==> src/rtl/gun_flash_pkg.sv <==
// Shared types for the light-gun flash responder.
// Latency: n/a (types only).
// Backpressure: n/a.
package gun_flash_pkg;

    typedef enum logic [2:0] {
        IDLE,
        ARM,
        BLACK,
        TARGET,
        REPORT,
        COOLDOWN
    } flash_state_t;

endpackage

==> src/rtl/gun_flash_seq_sync.sv <==
// Two-flop synchroniser for a single asynchronous level.
// Latency: 2 clk cycles from d to q.
// Backpressure: none, free-running.
module sync_2ff (
    input  logic clk,
    input  logic rst_n,
    input  logic d,
    output logic q
);

    logic meta;

    always_ff @(posedge clk or negedge rst_n) begin
        if (!rst_n) begin
            meta <= 1'b0;
            q    <= 1'b0;
        end else begin
            meta <= d;
            q    <= meta;
        end
    end

endmodule

==> src/rtl/gun_flash_seq.sv <==
// Light-gun display responder: black frame(s), target frame(s), hit report.
// Latency: all outputs registered, one cycle after the causing event.
// Backpressure: none; shots arriving while busy are dropped, not queued.
module gun_flash_seq
    import gun_flash_pkg::*;
#(
    parameter int BLACK_FRAMES    = 1,
    parameter int TARGET_FRAMES   = 1,
    parameter int COOLDOWN_FRAMES = 4,
    parameter int CNT_W           = 4
) (
    input  logic clk,
    input  logic rst_n,
    input  logic new_frame,
    input  logic gun_is_connected,
    input  logic shot_fired,
    input  logic gun_photodetector,
    output logic screen_black,
    output logic draw_target,
    output logic busy,
    output logic result_valid,
    output logic result_hit
);

    flash_state_t     state, state_nxt;
    logic [CNT_W-1:0] cnt, cnt_nxt;
    logic             seen, seen_nxt;
    logic             pd_sync;

    sync_2ff u_pd_sync (
        .clk   (clk),
        .rst_n (rst_n),
        .d     (gun_photodetector),
        .q     (pd_sync)
    );

    always_comb begin
        state_nxt = state;
        cnt_nxt   = cnt;
        seen_nxt  = seen;
        case (state)
            IDLE: begin
                if (shot_fired && gun_is_connected) state_nxt = ARM;
            end
            ARM: begin
                if (!gun_is_connected) begin
                    state_nxt = IDLE;
                end else if (new_frame) begin
                    state_nxt = BLACK;
                    cnt_nxt   = CNT_W'(BLACK_FRAMES - 1);
                end
            end
            BLACK: begin
                if (!gun_is_connected) begin
                    state_nxt = IDLE;
                end else if (new_frame) begin
                    if (cnt == '0) begin
                        state_nxt = TARGET;
                        cnt_nxt   = CNT_W'(TARGET_FRAMES - 1);
                        seen_nxt  = 1'b0;
                    end else begin
                        cnt_nxt = cnt - CNT_W'(1);
                    end
                end
            end
            TARGET: begin
                // The final new_frame cycle still contributes its sample.
                seen_nxt = seen | pd_sync;
                if (!gun_is_connected) begin
                    state_nxt = IDLE;
                end else if (new_frame) begin
                    if (cnt == '0) state_nxt = REPORT;
                    else           cnt_nxt   = cnt - CNT_W'(1);
                end
            end
            REPORT: begin
                if (COOLDOWN_FRAMES == 0) begin
                    state_nxt = IDLE;
                end else begin
                    state_nxt = COOLDOWN;
                    cnt_nxt   = CNT_W'(COOLDOWN_FRAMES - 1);
                end
            end
            COOLDOWN: begin
                if (new_frame) begin
                    if (cnt == '0) state_nxt = IDLE;
                    else           cnt_nxt   = cnt - CNT_W'(1);
                end
            end
            default: state_nxt = IDLE;
        endcase
    end

    // Outputs decode the next state so they land one cycle after the event.
    always_ff @(posedge clk or negedge rst_n) begin
        if (!rst_n) begin
            state        <= IDLE;
            cnt          <= '0;
            seen         <= 1'b0;
            screen_black <= 1'b0;
            draw_target  <= 1'b0;
            busy         <= 1'b0;
            result_valid <= 1'b0;
            result_hit   <= 1'b0;
        end else begin
            state        <= state_nxt;
            cnt          <= cnt_nxt;
            seen         <= seen_nxt;
            screen_black <= (state_nxt == BLACK);
            draw_target  <= (state_nxt == TARGET);
            busy         <= (state_nxt != IDLE);
            result_valid <= (state_nxt == REPORT);
            if (state_nxt == REPORT) result_hit <= seen_nxt;
        end
    end

endmodule

==> config.mk <==
export PLATFORM = sky130hd
export DESIGN_NAME = gun_flash_seq
export DESIGN_NICKNAME = d
export VERILOG_FILES = /design/src/rtl/gun_flash_pkg.sv /design/src/rtl/gun_flash_seq_sync.sv /design/src/rtl/gun_flash_seq.sv
export SDC_FILE = /design/constraint.sdc
export NUM_CORES = 1
export LEC_CHECK = 0
export ABC_AREA = 1
export CAP_MARGIN = 15
export CORE_UTILIZATION = 45
export DETAILED_ROUTE_END_ITERATION = 10
export GPL_ROUTABILITY_DRIVEN = 0
export HOLD_SLACK_MARGIN = 0.02
export PLACE_DENSITY_LB_ADDON = 0.12
export SYNTH_ARGS = -nofsm -noshare
export SYNTH_HDL_FRONTEND = slang
export SYNTH_HIERARCHICAL = 1
export SYNTH_SLANG_ARGS = --single-unit
==> constraint.sdc <==
create_clock -name clk -period 2.33 [get_ports clk]
set_clock_uncertainty 0.05 [all_clocks]
set_input_delay 0.5825 -clock clk [delete_from_list [all_inputs] [get_ports clk]]
set_output_delay 0.5825 -clock clk [all_outputs]
set_load 0.1 [all_outputs]
==> summary.md <==
| Metric | Value |
|---|---|
| Post-CTS setup buffers | 0 |
| Sink Count | 15 |
| Nets | 128 |
| Post-CTS Hold Buffers | 0 |
| Crit Path Max Fanout | 5 |
| Total nets after synthesis | 114 |
| Routed vias/inst | 4.82 |
| Synthesized flop and latch total | 15 |
| DIE AREA | 0.00207 mm^2 |
| Core ar. | 0.00175 mm^2 |
| Post-synthesis sequential area ratio | 44.0% |
| Post-DP HPWL | 1210 um |
| Worst-Margin Slew | 0.628 ns |
| Top delay family on crit path | buffers and inverters |
| Flop2flop setup slack | 0.82 ns |
| Tot GR Track Use | 17.9% |
| Maximum clock rate | 0.600 GHz |
| Worst Path Required | 2.49 ns |
| Die H | 45.5 um |
| Vias | 699 |
| Max Buffers Root-to-Sink | 2 |
| Final Hold Fails | 0 |
| Worst Setup Start Kind | input port |
| Netlist cell types | 23 |
| Period utilisation layout | 71.6% |
| Setup WS pre-CTS | 0.382 ns |
| Pwr Total | 1.39 mW |
| Slowest cell on crit path | clkdlybuf4s50_1 |
| Number of global-route vias before repair | 631 |
| Slew Limit Fails | 0 |
| Global-route wire length before repair | 2620 um |
| Worst-Skew Late Latency | 0.27 ns |
| Status | finished clean |
| Syn Std Cell Area | 853 um^2 |
| CTS clk-pin slew, worst paths | 0.08 ns |
| Register share of total power | 30.0% |
| DR iter-0 viols | 8 |
| IO buf count | 10 |
| Critical path's most frequent cell | nand2_1 |
| Hold Worst Slack | 0.312 ns |
| # IOs | 11 |
| P&R area growth vs syn | 16.4% |
| Sw power | 0.744 mW |
| Post-DRT Antenna Nets | 0 |
| Cell Chain, Critical Path | clkdlybuf4s50_1 > inv_1 > nand3_1 > nand3_4 > nor2_4 > nand2_1 > nand2_1 |
| Worst path buffer plus inverter count | 2 |
| Worst Hold Class | reg -> reg |
| Avg Synthesized Cell Area | 7.97 um^2 |
| Setup TNS | 0 ns |
| Net Sw Frac | 53.5% |
| Num CTS Buffers | 3 |
| Post-CTS Resized | 0 |
| Root Driver | clkbuf_4 |
| Initial Util | 48.9% |
| Final worst setup slack | 0.663 ns |
| Arr. time, crit path | 1.83 ns |
| Pin count of the biggest net entering global routing | 16 |
| Post-Synthesis Cells | 107 |
| Synth warn | 6 |
| Row count | 15 |
| Pwr dens | 1400 mW/mm^2 |
| IR drop worst, VDD | 1140 uV |
| Drt total wl | 1510 um |
| Drt wl/cell | 10.4 um |
| Max-Cap Viols | 0 |
| Crit path time final | 1.67 ns |
| Relative slew slack | 58.0% |
| Leak | 0.535 nW |
| DRC | 0 |
| DRT Pass-1 Iters | 4 |
| Initial antenna violation count | 0 |
| Clock network fraction of total power | 10.0% |
| CTS tree | done |
| # setup viols final | 0 |
| N_diodes | 0 |
| CP Class | in -> reg |
| CP Capture Type | flop |
| Combinational Power Share | 60.0% |
| RSZ-0062 raised after global routing | no |
| H-tree levels | 1 |
| Slowest Stage Delay on Critical Path | 0.60 ns |
| Grt total ovfl | 0 |
| Die width | 45.5 um |
| Int Pwr | 0.647 mW |
| Design Area, Final | 993 um^2 |
| Fraction of layout cells with a size suffix above 1 | 21.7% |
| Placed Instance Area | 967 um^2 |
==> final cells by class <==
class	instances	area, um^2
well taps	25	31.3
repair buffers	10	87.6
fillers	179	752
multi-input cells	77	418
flip-flops and latches	15	375
clock buffers	4	26.3
inverters	14	55.1
==> worst register-to-register path, delay by kind of cell, from the launching register on <==
kind / cells / cell delay [ns]
and+or+nand+nor: 5 / 0.62
DFF: 1 / 0.38
adders and majority gates: 1 / 0.22
buffers and inverters: 1 / 0.11
==> registers in the layout (all words and copies together), names as in the netlist <==
name,cells
cnt,4
state,3
busy,1
draw_target,1
result_hit,1
result_valid,1
screen_black,1
seen,1
u_pd_sync/meta,1
u_pd_sync/q,1
==> final timing paths <==
check	from	cells after the start	to
worst max-delay path	gun_is_connected	7	cnt[2]$_DFFE_PN0P_
worst min-delay path	u_pd_sync/meta$_DFF_PN0_	0	u_pd_sync/q$_DFF_PN0_
worst max register to register	cnt[0]$_DFFE_PN0P_	7	busy$_DFF_PN0_
worst min register to register	u_pd_sync/meta$_DFF_PN0_	0	u_pd_sync/q$_DFF_PN0_
max in group asynchronous	rst_n	1	cnt[0]$_DFFE_PN0P_
min in group asynchronous	rst_n	1	seen$_DFF_PN0_
==> logic make-up after synthesis <==
group,after synthesis,synth area share [%]
adder cells (fa/ha/maj),1,1.47
buffers and inverters,15,7.04
AND/OR/NAND/NOR,64,38.9
flip-flops,15,44.0
AO/OA/AOI/OAI,10,6.60
XOR/XNOR,2,2.05
==> cell usage in the layout (no fill, tap or decap) <==
master | synthesis | routed
dfrtp_1 | 15 | 15
nor2_2 | 3 | 3
nand3_2 | 2 | 2
o21ai_0 | 1 | 1
buf_4 | 0 | 5
inv_4 | 1 | 1
o21bai_1 | 1 | 1
nand4_1 | 3 | 3
nand3_4 | 1 | 1
o21ai_2 | 1 | 1
nand2_2 | 4 | 4
clkbuf_1 | 0 | 1
xor2_1 | 2 | 2
clkdlybuf4s50_1 | 0 | 5
nand2_4 | 3 | 3
nor2_4 | 1 | 1
nand3_1 | 7 | 7
o21ai_1 | 4 | 4
clkbuf_4 | 0 | 3
inv_1 | 11 | 11
a21oi_1 | 3 | 3
nor2_1 | 13 | 13
nand2_1 | 26 | 26
inv_2 | 2 | 2
ha_1 | 1 | 1
nor3_1 | 1 | 1
==> per-stage QoR <==
step / instances / utilization (%)
global placement: 141 / 55.4
global route: 145 / 56.9
detailed placement: 141 / 55.4
CTS: 145 / 56.9
finish: 145 / 56.9
floorplan: 107 / -
==> synthesized netlist by cell type <==
cell type | number | area share [%]
a21oi_1 | 3 | 1.8
buf_2 | 1 | 0.59
dfrtp_1 | 15 | 44
ha_1 | 1 | 1.5
inv_1 | 11 | 4.8
inv_2 | 2 | 0.88
inv_4 | 1 | 0.73
nand2_1 | 26 | 11
nand2_2 | 4 | 2.9
nand2_4 | 3 | 4.0
nand3_1 | 7 | 4.1
nand3_2 | 2 | 2.3
nand3_4 | 1 | 2.1
nand4_1 | 3 | 2.2
nor2_1 | 13 | 5.7
nor2_2 | 3 | 2.2
nor2_4 | 1 | 1.3
nor3_1 | 1 | 0.59
o21ai_0 | 1 | 0.59
o21ai_1 | 4 | 2.3
o21ai_2 | 1 | 1.0
o21bai_1 | 1 | 0.88
xor2_1 | 2 | 2.1
==> per-layer routing <==
| metal | up-vias | global-route usage, % | part of all wire [%] |
|---|---|---|---|
| li1 | 368 | - | - |
| met1 | 315 | 26.1 | 51 |
| met2 | 14 | 25.7 | 45 |
| met3 | 2 | 1.19 | 2.9 |
| met4 | 0 | 10.9 | 0.66 |
| met5 | - | 0 | 0 |
==> power by group through the flow <==
stage	registers (mW)	logic (mW)	clock network, mW
2_1_floorplan	0.595	0.504	0
3_3_place_gp	0.422	0.827	0
3_5_place_dp	0.421	0.837	0
4_1_cts	0.418	0.840	0.147
5_1_grt	0.434	0.904	0.155
6_report	0.417	0.835	0.138
No activity file was read; power rests on OpenSTA's default activity.
